--- config.mk ---
export PLATFORM = sky130hd
export DESIGN_NAME = receivers_top_level
export DESIGN_NICKNAME = d
export VERILOG_FILES = /design/src/rtl/receivers_top_level.sv
export SDC_FILE = /design/constraint.sdc
export NUM_CORES = 1
export LEC_CHECK = 0
export CORE_UTILIZATION = 57
export DETAILED_ROUTE_END_ITERATION = 16
export GPL_TIMING_DRIVEN = 0
export PLACE_DENSITY = 0.73
export SYNTH_ARGS = -nofsm -noshare
export SYNTH_HDL_FRONTEND = slang
export SYNTH_SLANG_ARGS = --single-unit
--- constraint.sdc ---
create_clock -name clk_96MHz -period 2.04 [get_ports clk_96MHz]
set_input_delay 0.408 -clock clk_96MHz [delete_from_list [all_inputs] [get_ports clk_96MHz]]
set_output_delay 0.408 -clock clk_96MHz [all_outputs]
set_load 0.05 [all_outputs]
--- src/rtl/receivers_top_level.sv ---
// Two-channel Lighthouse-V2 BMC receiver front end.
// Decoded 17-bit words are reported as 3-byte 8N1 UART frames.

module bmc_decoder #(
  parameter int unsigned BIT_CYCLES   = 16,
  parameter int unsigned WORD_BITS    = 17,
  parameter int unsigned IDLE_TIMEOUT = 24
) (
  input  logic                 clk,
  input  logic                 rst_n,
  input  logic                 i_env_off,
  input  logic                 i_edge,
  output logic                 o_valid_c,
  output logic [WORD_BITS-1:0] o_word_c
);
  localparam int unsigned CW       = $clog2(IDLE_TIMEOUT + 1);
  localparam int unsigned NW       = $clog2(WORD_BITS + 1);
  localparam int unsigned HALF_MIN = BIT_CYCLES / 4;
  localparam int unsigned FULL_MIN = (BIT_CYCLES * 3) / 4;
  localparam int unsigned FULL_MAX = BIT_CYCLES + BIT_CYCLES / 4;

  typedef enum logic [2:0] {S_IDLE, S_PRE, S_DATA, S_DONE, S_ERR} state_t;

  state_t               r_state, w_next;
  logic [CW-1:0]        r_cnt;
  logic [WORD_BITS-1:0] r_shift, w_shift_n;
  logic [NW-1:0]        r_nbits, w_nbits_n;
  logic                 r_half, w_half_n;
  logic                 w_bit_en, w_bit;
  logic                 w_timeout, w_is_half, w_is_full;

  // r_cnt holds the length of the interval ending on the current cycle
  assign w_timeout = (r_cnt == CW'(IDLE_TIMEOUT));
  assign w_is_half = (r_cnt >= CW'(HALF_MIN)) && (r_cnt < CW'(FULL_MIN));
  assign w_is_full = (r_cnt >= CW'(FULL_MIN)) && (r_cnt <= CW'(FULL_MAX));
  assign o_word_c  = w_shift_n;

  always_ff @(posedge clk or negedge rst_n) begin
    if (!rst_n) begin
      r_state <= S_IDLE;
      r_cnt   <= '0;
      r_shift <= '0;
      r_nbits <= '0;
      r_half  <= 1'b0;
    end else begin
      r_state <= w_next;
      r_shift <= w_shift_n;
      r_nbits <= w_nbits_n;
      r_half  <= w_half_n;
      if (i_edge)          r_cnt <= CW'(1);
      else if (!w_timeout) r_cnt <= r_cnt + CW'(1);
    end
  end

  always_comb begin
    w_next    = r_state;
    w_shift_n = r_shift;
    w_nbits_n = r_nbits;
    w_half_n  = r_half;
    o_valid_c = 1'b0;
    w_bit_en  = 1'b0;
    w_bit     = 1'b0;
    case (r_state)
      S_IDLE: begin
        w_shift_n = '0;
        w_nbits_n = '0;
        w_half_n  = 1'b0;
        if (i_edge) w_next = S_PRE;
      end
      S_PRE: begin
        if (i_edge)         w_next = S_DATA;
        else if (w_timeout) w_next = S_IDLE;
      end
      S_DATA: begin
        if (i_edge) begin
          if (w_is_half && r_half) begin
            w_bit_en = 1'b1;
            w_bit    = 1'b1;
          end else if (w_is_half) begin
            w_half_n = 1'b1;
          end else if (w_is_full && !r_half) begin
            w_bit_en = 1'b1;
          end else begin
            w_next = S_ERR;
          end
        end else if (w_timeout) begin
          w_next = S_IDLE;
        end
      end
      default: begin
        if (!i_edge && w_timeout) w_next = S_IDLE;
      end
    endcase
    if (w_bit_en) begin
      w_shift_n = {r_shift[WORD_BITS-2:0], w_bit};
      w_nbits_n = r_nbits + NW'(1);
      w_half_n  = 1'b0;
      if (r_nbits == NW'(WORD_BITS - 1)) begin
        o_valid_c = 1'b1;
        w_next    = S_DONE;
      end
    end
    // envelope inactive overrides everything and drops partial words
    if (i_env_off) begin
      w_next    = S_IDLE;
      w_shift_n = '0;
      w_nbits_n = '0;
      w_half_n  = 1'b0;
      o_valid_c = 1'b0;
    end
  end
endmodule

module receivers_top_level #(
  parameter int unsigned BIT_CYCLES   = 16,
  parameter int unsigned WORD_BITS    = 17,
  parameter int unsigned IDLE_TIMEOUT = 24,
  parameter int unsigned BAUD_DIV     = 208
) (
  input  logic clk_96MHz,
  input  logic rst_n,
  input  logic e_in_0,
  input  logic d_in_0,
  input  logic d_in_1,
  output logic tx
);
  localparam int unsigned BW = $clog2(BAUD_DIV);

  typedef enum logic [1:0] {U_IDLE, U_START, U_DATA, U_STOP} ustate_t;

  logic [1:0]           r_env_s;
  logic [2:0]           r_d0_s, r_d1_s;
  logic [1:0]           w_valid;
  logic [WORD_BITS-1:0] w_word0, w_word1, w_word;
  logic [1:0]           r_pv;
  logic [WORD_BITS-1:0] r_pw0, r_pw1;
  ustate_t              r_ustate, w_unext;
  logic [BW-1:0]        r_baud;
  logic [2:0]           r_bit_idx;
  logic [1:0]           r_byte_idx;
  logic [7:0]           r_txbyte;
  logic [15:0]          r_rest;
  logic                 r_tx;
  logic                 w_baud_done, w_frame_end, w_take, w_sel;

  // 2-FF synchronizers; the third data stage is the previous sample
  always_ff @(posedge clk_96MHz or negedge rst_n) begin
    if (!rst_n) begin
      r_env_s <= 2'b11;
      r_d0_s  <= '0;
      r_d1_s  <= '0;
    end else begin
      r_env_s <= {r_env_s[0], e_in_0};
      r_d0_s  <= {r_d0_s[1:0], d_in_0};
      r_d1_s  <= {r_d1_s[1:0], d_in_1};
    end
  end

  bmc_decoder #(.BIT_CYCLES(BIT_CYCLES), .WORD_BITS(WORD_BITS), .IDLE_TIMEOUT(IDLE_TIMEOUT)) u_dec0 (
    .clk(clk_96MHz), .rst_n(rst_n), .i_env_off(r_env_s[1]), .i_edge(r_d0_s[2] ^ r_d0_s[1]),
    .o_valid_c(w_valid[0]), .o_word_c(w_word0)
  );

  bmc_decoder #(.BIT_CYCLES(BIT_CYCLES), .WORD_BITS(WORD_BITS), .IDLE_TIMEOUT(IDLE_TIMEOUT)) u_dec1 (
    .clk(clk_96MHz), .rst_n(rst_n), .i_env_off(r_env_s[1]), .i_edge(r_d1_s[2] ^ r_d1_s[1]),
    .o_valid_c(w_valid[1]), .o_word_c(w_word1)
  );

  assign w_baud_done = (r_ustate != U_IDLE) && (r_baud == BW'(BAUD_DIV - 1));
  assign w_frame_end = (r_ustate == U_STOP) && w_baud_done && (r_byte_idx == 2'd2);
  assign w_take      = ((r_ustate == U_IDLE) || w_frame_end) && (|r_pv);
  assign w_sel       = ~r_pv[0];
  assign w_word      = w_sel ? r_pw1 : r_pw0;
  assign tx          = r_tx;

  // a fresh word overwrites an unsent one; the arbiter clears what it takes
  always_ff @(posedge clk_96MHz or negedge rst_n) begin
    if (!rst_n) begin
      r_pv  <= '0;
      r_pw0 <= '0;
      r_pw1 <= '0;
    end else begin
      if (w_valid[0]) begin
        r_pv[0] <= 1'b1;
        r_pw0   <= w_word0;
      end else if (w_take && !w_sel) begin
        r_pv[0] <= 1'b0;
      end
      if (w_valid[1]) begin
        r_pv[1] <= 1'b1;
        r_pw1   <= w_word1;
      end else if (w_take && w_sel) begin
        r_pv[1] <= 1'b0;
      end
    end
  end

  always_ff @(posedge clk_96MHz or negedge rst_n) begin
    if (!rst_n) r_ustate <= U_IDLE;
    else        r_ustate <= w_unext;
  end

  always_comb begin
    w_unext = r_ustate;
    case (r_ustate)
      U_IDLE:  if (w_take) w_unext = U_START;
      U_START: if (w_baud_done) w_unext = U_DATA;
      U_DATA:  if (w_baud_done && (r_bit_idx == 3'd7)) w_unext = U_STOP;
      U_STOP: begin
        if (w_baud_done) begin
          if (r_byte_idx != 2'd2) w_unext = U_START;
          else if (w_take)        w_unext = U_START;
          else                    w_unext = U_IDLE;
        end
      end
      default: w_unext = U_IDLE;
    endcase
  end

  // UART datapath: tx is updated on the cycle each bit period ends
  always_ff @(posedge clk_96MHz or negedge rst_n) begin
    if (!rst_n) begin
      r_tx       <= 1'b1;
      r_baud     <= '0;
      r_bit_idx  <= '0;
      r_byte_idx <= '0;
      r_txbyte   <= '0;
      r_rest     <= '0;
    end else begin
      r_baud <= (r_ustate == U_IDLE || w_baud_done) ? '0 : r_baud + BW'(1);
      if (w_take) begin
        r_tx       <= 1'b0;
        r_txbyte   <= {w_sel, 6'b0, w_word[16]};
        r_rest     <= w_word[15:0];
        r_byte_idx <= 2'd0;
      end else if (w_baud_done) begin
        case (r_ustate)
          U_START: begin
            r_tx      <= r_txbyte[0];
            r_bit_idx <= 3'd0;
          end
          U_DATA: begin
            if (r_bit_idx == 3'd7) begin
              r_tx <= 1'b1;
            end else begin
              r_tx      <= r_txbyte[1];
              r_txbyte  <= {1'b0, r_txbyte[7:1]};
              r_bit_idx <= r_bit_idx + 3'd1;
            end
          end
          U_STOP: begin
            if (r_byte_idx != 2'd2) begin
              r_tx       <= 1'b0;
              r_txbyte   <= r_rest[15:8];
              r_rest     <= {r_rest[7:0], 8'h00};
              r_byte_idx <= r_byte_idx + 2'd1;
            end else begin
              r_tx <= 1'b1;
            end
          end
          default: r_tx <= 1'b1;
        endcase
      end
    end
  end
endmodule

### Word-level counts from Yosys, hierarchy flattened

Index checks and enable logic that the tools add are counted.

* flip-flop bits (word level): 146
* input bits: 5
* output and inout bits: 1
* word-level logic and storage cells: 225

* add/subtract/negate cells: 7
* order comparisons: 8
* equal/unequal tests: 30
* muxes and demuxes: 107
* bitwise operators: 4
* reductions and logical operators: 45

Operators by type and width (number)
* 17-bit 2-to-1 mux: 7
* 3-bit 2-to-1 mux: 23
* 16-bit 2-to-1 mux: 4
* 5-bit 2-to-1 mux: 10
* 1-bit 2-to-1 mux: 42
* 8-bit 2-to-1 mux: 5
* 5-bit by 1-bit adder with 5-bit output, second input constant: 4
* 5-bit equality test, second input constant: 4
* 4-bit AND reduction: 5
* 3-bit case mux with 3 select lines: 2
* 1-bit logical AND: 17
* 2-bit 2-to-1 mux: 8
* 4-bit by 2-bit != test with 1-bit output, second input constant: 4
* 8-bit case mux with 2 select lines: 1
* 2-bit nonzero test: 7
* 2-bit != test, second input constant: 6
* 5-bit by 3-bit greater-or-equal comparator with 1-bit output, second input constant: 2
* 5-bit by 4-bit greater-or-equal comparator with 1-bit output, second input constant: 2
* 5-bit less-or-equal comparator, second input constant: 2
* 5-bit by 4-bit < comparator with 1-bit output, second input constant: 2
* 3-bit nonzero test: 3
* 8-bit by 1-bit adder with 8-bit output, second input constant: 1
* 8-bit equality test, second input constant: 1
* 4-bit by 3-bit != test with 1-bit output, second input constant: 2
* 23 further kinds: 37

### Depth between registers and ports, before layout

* depth after elaboration: 11
* mapped depth: 9
* depth with buffers taken out: 6

### Hierarchy

From an unflattened synthesis, not the netlist that was laid out.

* cell total of the unflattened synthesis: 589
* area, all modules: 6859.1 um^2

By module, submodules not included
* receivers_top_level: instances 1, cells each 299, area an instance 3776.1 um^2, seq. area each 2105.8 um^2
* bmc_decoder at u_dec1: instances 1, cells each 145, area an instance 1544.0 um^2, seq. area each 775.7 um^2
* bmc_decoder at u_dec0: instances 1, cells each 145, area an instance 1539.0 um^2, seq. area each 775.7 um^2

### Worst setup path after synthesis

OpenSTA, ideal clock, no wires.

* kind: reg-to-reg
* start: register r_ustate[0]
* end: register r_rest[0]
* setup time: 0.126 ns
* arrival: 1.968 ns
* required time: 1.914 ns
* path slack: -0.054 ns
* stages on the path, launching flop included: 9
* path buffers: 2
* period minus slack after synthesis: 2.094 ns
* cell sequence: dfrtp_1 > inv_1 > ha_1 > clkbuf_1 > inv_1 > o21ai_2 > o211ai_2 > buf_2 > a221o_1

* word-level cells in the longest chain between the ends: 8
* elaborated cells between the ends (all ways): 13
* classes of those cells: 1 x eq/ne; 1 x mux; 11 x reduce/logical

Ends and longest elaborated chain
* start, declared: line 137 `ustate_t r_ustate, w_unext;`
* start signal, assigned: line 200 `else r_ustate <= w_unext;`
* 2-bit nonzero test: line 169 `assign w_baud_done = (r_ustate != U_IDLE) && (r_baud == BW'(BAUD_DIV - 1));`
* 1-bit logical AND: line 169
* 1-bit logical AND (2 in a row): line 170 `assign w_frame_end = (r_ustate == U_STOP) && w_baud_done && (r_byte_idx == 2'd2);`
* 1-bit logical OR: line 171 `assign w_take = ((r_ustate == U_IDLE) || w_frame_end) && (|r_pv);`
* 1-bit logical AND: line 171
* 2-bit nonzero test (no source line)
* 3-bit AND reduction (no source line)
* end signal, assigned: line 234 `r_rest <= w_word[15:0];`
* end signal, assigned: line 255 `r_rest <= {r_rest[7:0], 8'h00};`
* end, declared: line 142 `logic [15:0] r_rest;`

Several ways; a longest one is shown, not always the timed one.
A chain may end at the register's enable or synchronous reset.

### Worst setup path after layout

* start: register r_ustate[1]
* end: register r_ustate[1]

* word-level cells in the longest chain between the ends: 8
* elaborated cells between the ends (all ways): 17
* classes of those cells: 7 x eq/ne; 1 x mux; 9 x reduce/logical

Ends and longest elaborated chain (line)
* 2-bit nonzero test: 169
* 1-bit logical AND: 169
* 1-bit logical AND (2 in a row): 170
* 1-bit logical OR: 171
* 1-bit logical AND: 171
* 2-bit != test (no source line)
* 4-bit AND reduction (no source line)

Several ways; a longest one is shown, not always the timed one.

==> flow_summary.ini <==
[logic_synthesis]
synth_fp_nets = 674
syn_area_mm2 = 0.00714
synth_area_per_cell_um2 = 10.9
synth_edf_count = 0
ys_seq_elements = 144
ys_async_sr_fraction = 1.00
synth_warnings = 0
syn_inst = 653
synth_top_flop_cell = dfrtp_1
yosysSeqAreaShare = 0.505
synth.distinct_cells = 77

[placement]
io_buffer_count = 5
dpl_worst_slack_ps = -292
dpl.hpwl_um = 9830
gp_congestion = 0.884

[sta]
setup_viol = 0
fin_crit_sh = 0.978
period_minus_slack_ps = 1990
rsz0062_at_grt = true
hold_viol_final = 0
tns_ps = 0
clock.fmax_mhz = 501
fin_worst_skew_ps = 9.42
slew_headroom = 0.639
worstMarginPinSlew_ps = 542
worst_hold_slack_ps = 350
setup_slack_ps = 45.9
drv_slew = 0

[detailed_routing]
routed_wirelength_um = 14900
vias = 5146
top_layer_used = met4
wl_met3_um = 484
drc = 0
first_pass_iters = 4
ant_nets = 0
wl_per_cell_um = 17.1
met2WireLength_um = 7560
drt-vias-per-instance = 5.89
first_iter_violations = 377
wl_met1_um = 6690

[clocking]
root_buffer = clkbuf_16
cts-htree-levels = 4
cts_tree = done
clockBufferDepth = 2
clk_latency_ps = 430
numCtsBuffers = 17
clkTransAtPathRegs_ps = 60
clock-sinks = 144

[floorplan]
start_util = 0.590
dieWidth_um = 114
io_pins = 6
fp.dieH_um = 114
core_mm2 = 0.0121
rows = 40
dieArea_mm2 = 0.0130

[worst_setup_path]
startpoint_type = register
crit_type = register to register
crit_arrival_ps = 2300
slowest_delay_ps = 420
critical_path_required_ps = 2340
cp_max_fo = 10
critPathSlowestCell = dfrtp_1
crit_path_end_kind = register
crit_path_cell_trace = ha_1 -> buf_6 -> o31a_1 -> a221o_1 -> or2_1 -> mux2_2

[grt]
grt_start_max_net_pins = 89
grt_pass1_vias = 5104
track_usage = 0.250
grt_pass1_wl_um = 25000
antenna_found_initial = 0
grt.overflow.total = 0

[run]
maxCapViolations = 0

[pwr]
finalPower_mw = 6.62
leakage_nw = 3.71
power_per_cell_area_mw_per_mm2 = 784
peakVddDrop_uv = 738

[min_path]
hold_path_class = register to register

[finish]
drive_above_1_share = 0.212
n_antenna_cell = 0
n_fill_cell = 883
area_delta_synth_final_pct = 18.1
fin_util = 0.697
fin_nets = 714

[run_status]
run_status = completed
==> flip-flops by register name, indices dropped and copies added, names as in the netlist <==
| register | flops |
|---|---|
| r_txbyte | 8 |
| r_pw0 | 17 |
| r_d1_s | 3 |
| u_dec0.r_cnt | 5 |
| u_dec1.r_state | 3 |
| u_dec0.r_nbits | 5 |
| r_baud | 8 |
| u_dec1.r_cnt | 5 |
| r_bit_idx | 3 |
| u_dec0.r_shift | 16 |
| tx | 1 |
| u_dec0.r_state | 3 |
| r_pv | 2 |
| r_byte_idx | 2 |
| r_pw1 | 17 |
| r_rest | 16 |
| u_dec1.r_half | 1 |
| r_env_s | 2 |
| r_ustate | 2 |
| r_d0_s | 3 |
| u_dec1.r_shift | 16 |
| u_dec0.r_half | 1 |
| u_dec1.r_nbits | 5 |
==> layout by cell type, fill, tap and decap left out, types with 13 or more instances in the layout <==
cell,instances
inv_1,41
buf_4,21
a211oi_2,13
mux2i_1,26
o21ba_1,13
nor2_1,35
xnor2_1,15
clkbuf_16,17
nand2_1,56
dfrtp_1,141
a21oi_1,26
a2bb2oi_1,19
ha_1,13
==> repair_timing <==
action / CTS / global route
pin swaps: 4 / 7
hold buffers: 1 / 0
setup endpoints to repair: 71 / 85
setup buffers: 11 / 7
gates resized for setup: 32 / 43
hold endpoints to repair: 54 / 0
gates cloned: 0 / 1
==> per-stage QoR <==
step	std cells	area, µm²
2_1_floorplan	653	7140
3_5_place_dp	827	7430
5_1_grt	874	8440
3_3_place_gp	826	7400
4_1_cts	867	8250
6_report	874	8440
==> per-layer routing <==
layer	GRT usage	vias to the layer above
met5	0	-
met3	0.0521	16
li1	-	2455
met4	0.0926	0
met1	0.327	2583
met2	0.411	92
==> worst max-delay path, delay by kind of cell, from the launching register on <==
kind / cells / cell delay (ps)
buf+inv: 1 / 140
simple gates: 1 / 250
fa+ha+maj: 1 / 210
compound gates: 2 / 570
mux: 1 / 280
flops: 1 / 420
==> cells in the mapped netlist (8+ instances only) <==
master     count  area (µm²)
a2111oi_0      8        70.1
a211oi_1      21         158
a21oi_1       28         140
a221o_1        9        90.1
a2bb2oi_1     19         166
and3_1        12        75.1
buf_2          9        45.0
clkbuf_1      21        78.8
dfrtp_1      141        3530
ha_1          16         200
inv_1         42         158
mux2_2        12         135
mux2i_1       26         260
nand2_1       57         214
nand3_1       12        60.1
nor2_1        35         131
o21ai_0       10        50.1
o21ba_1       13         130
o22ai_1        9        56.3
xnor2_1       15         131
xor2_1         9        78.8
==> report_power, final <==
part	total (mW)	leakage, nW	internal, mW	switching, mW
clock	3.15	0.289	1.97	1.18
sequential	2.96	1.98	2.91	0.0510
combinational	0.508	1.45	0.190	0.318
==> cell type report <==
type | count | area (µm²) | area share
flip-flops and latches | 144 | 3610 | 0.428
well taps | 168 | 210 | 0.0249
inverters | 43 | 161 | 0.0191
multi-input cells | 424 | 3340 | 0.396
repair buffers | 26 | 230 | 0.0273
clock inverters | 11 | 138 | 0.0163
clock buffers | 21 | 460 | 0.0546
plain buffers | 37 | 293 | 0.0347
==> cell families after synthesis <==
family | count (synthesis) | share of synthesized area
buf+inv | 85 | 0.0559
simple gates | 159 | 0.110
xor+xnor | 25 | 0.0317
fa+ha+maj | 16 | 0.0280
mux | 42 | 0.0622
compound gates | 182 | 0.207
flops | 144 | 0.505
==> final timing paths <==
path	from	endpoint	slack, ps	cells after the start
worst max-delay path	r_ustate[1]	r_ustate[1]	50	6
worst min-delay path	r_d0_s[0]	r_d0_s[1]	350	0
worst max register to register	r_ustate[1]	r_ustate[1]	50	6
worst min register to register	r_d0_s[0]	r_d0_s[1]	350	0
max in group asynchronous	rst_n	u_dec1.r_nbits[1]	720	3
min in group asynchronous	rst_n	r_bit_idx[1]	520	2
Note: power is estimated with default switching activity, not from simulation.
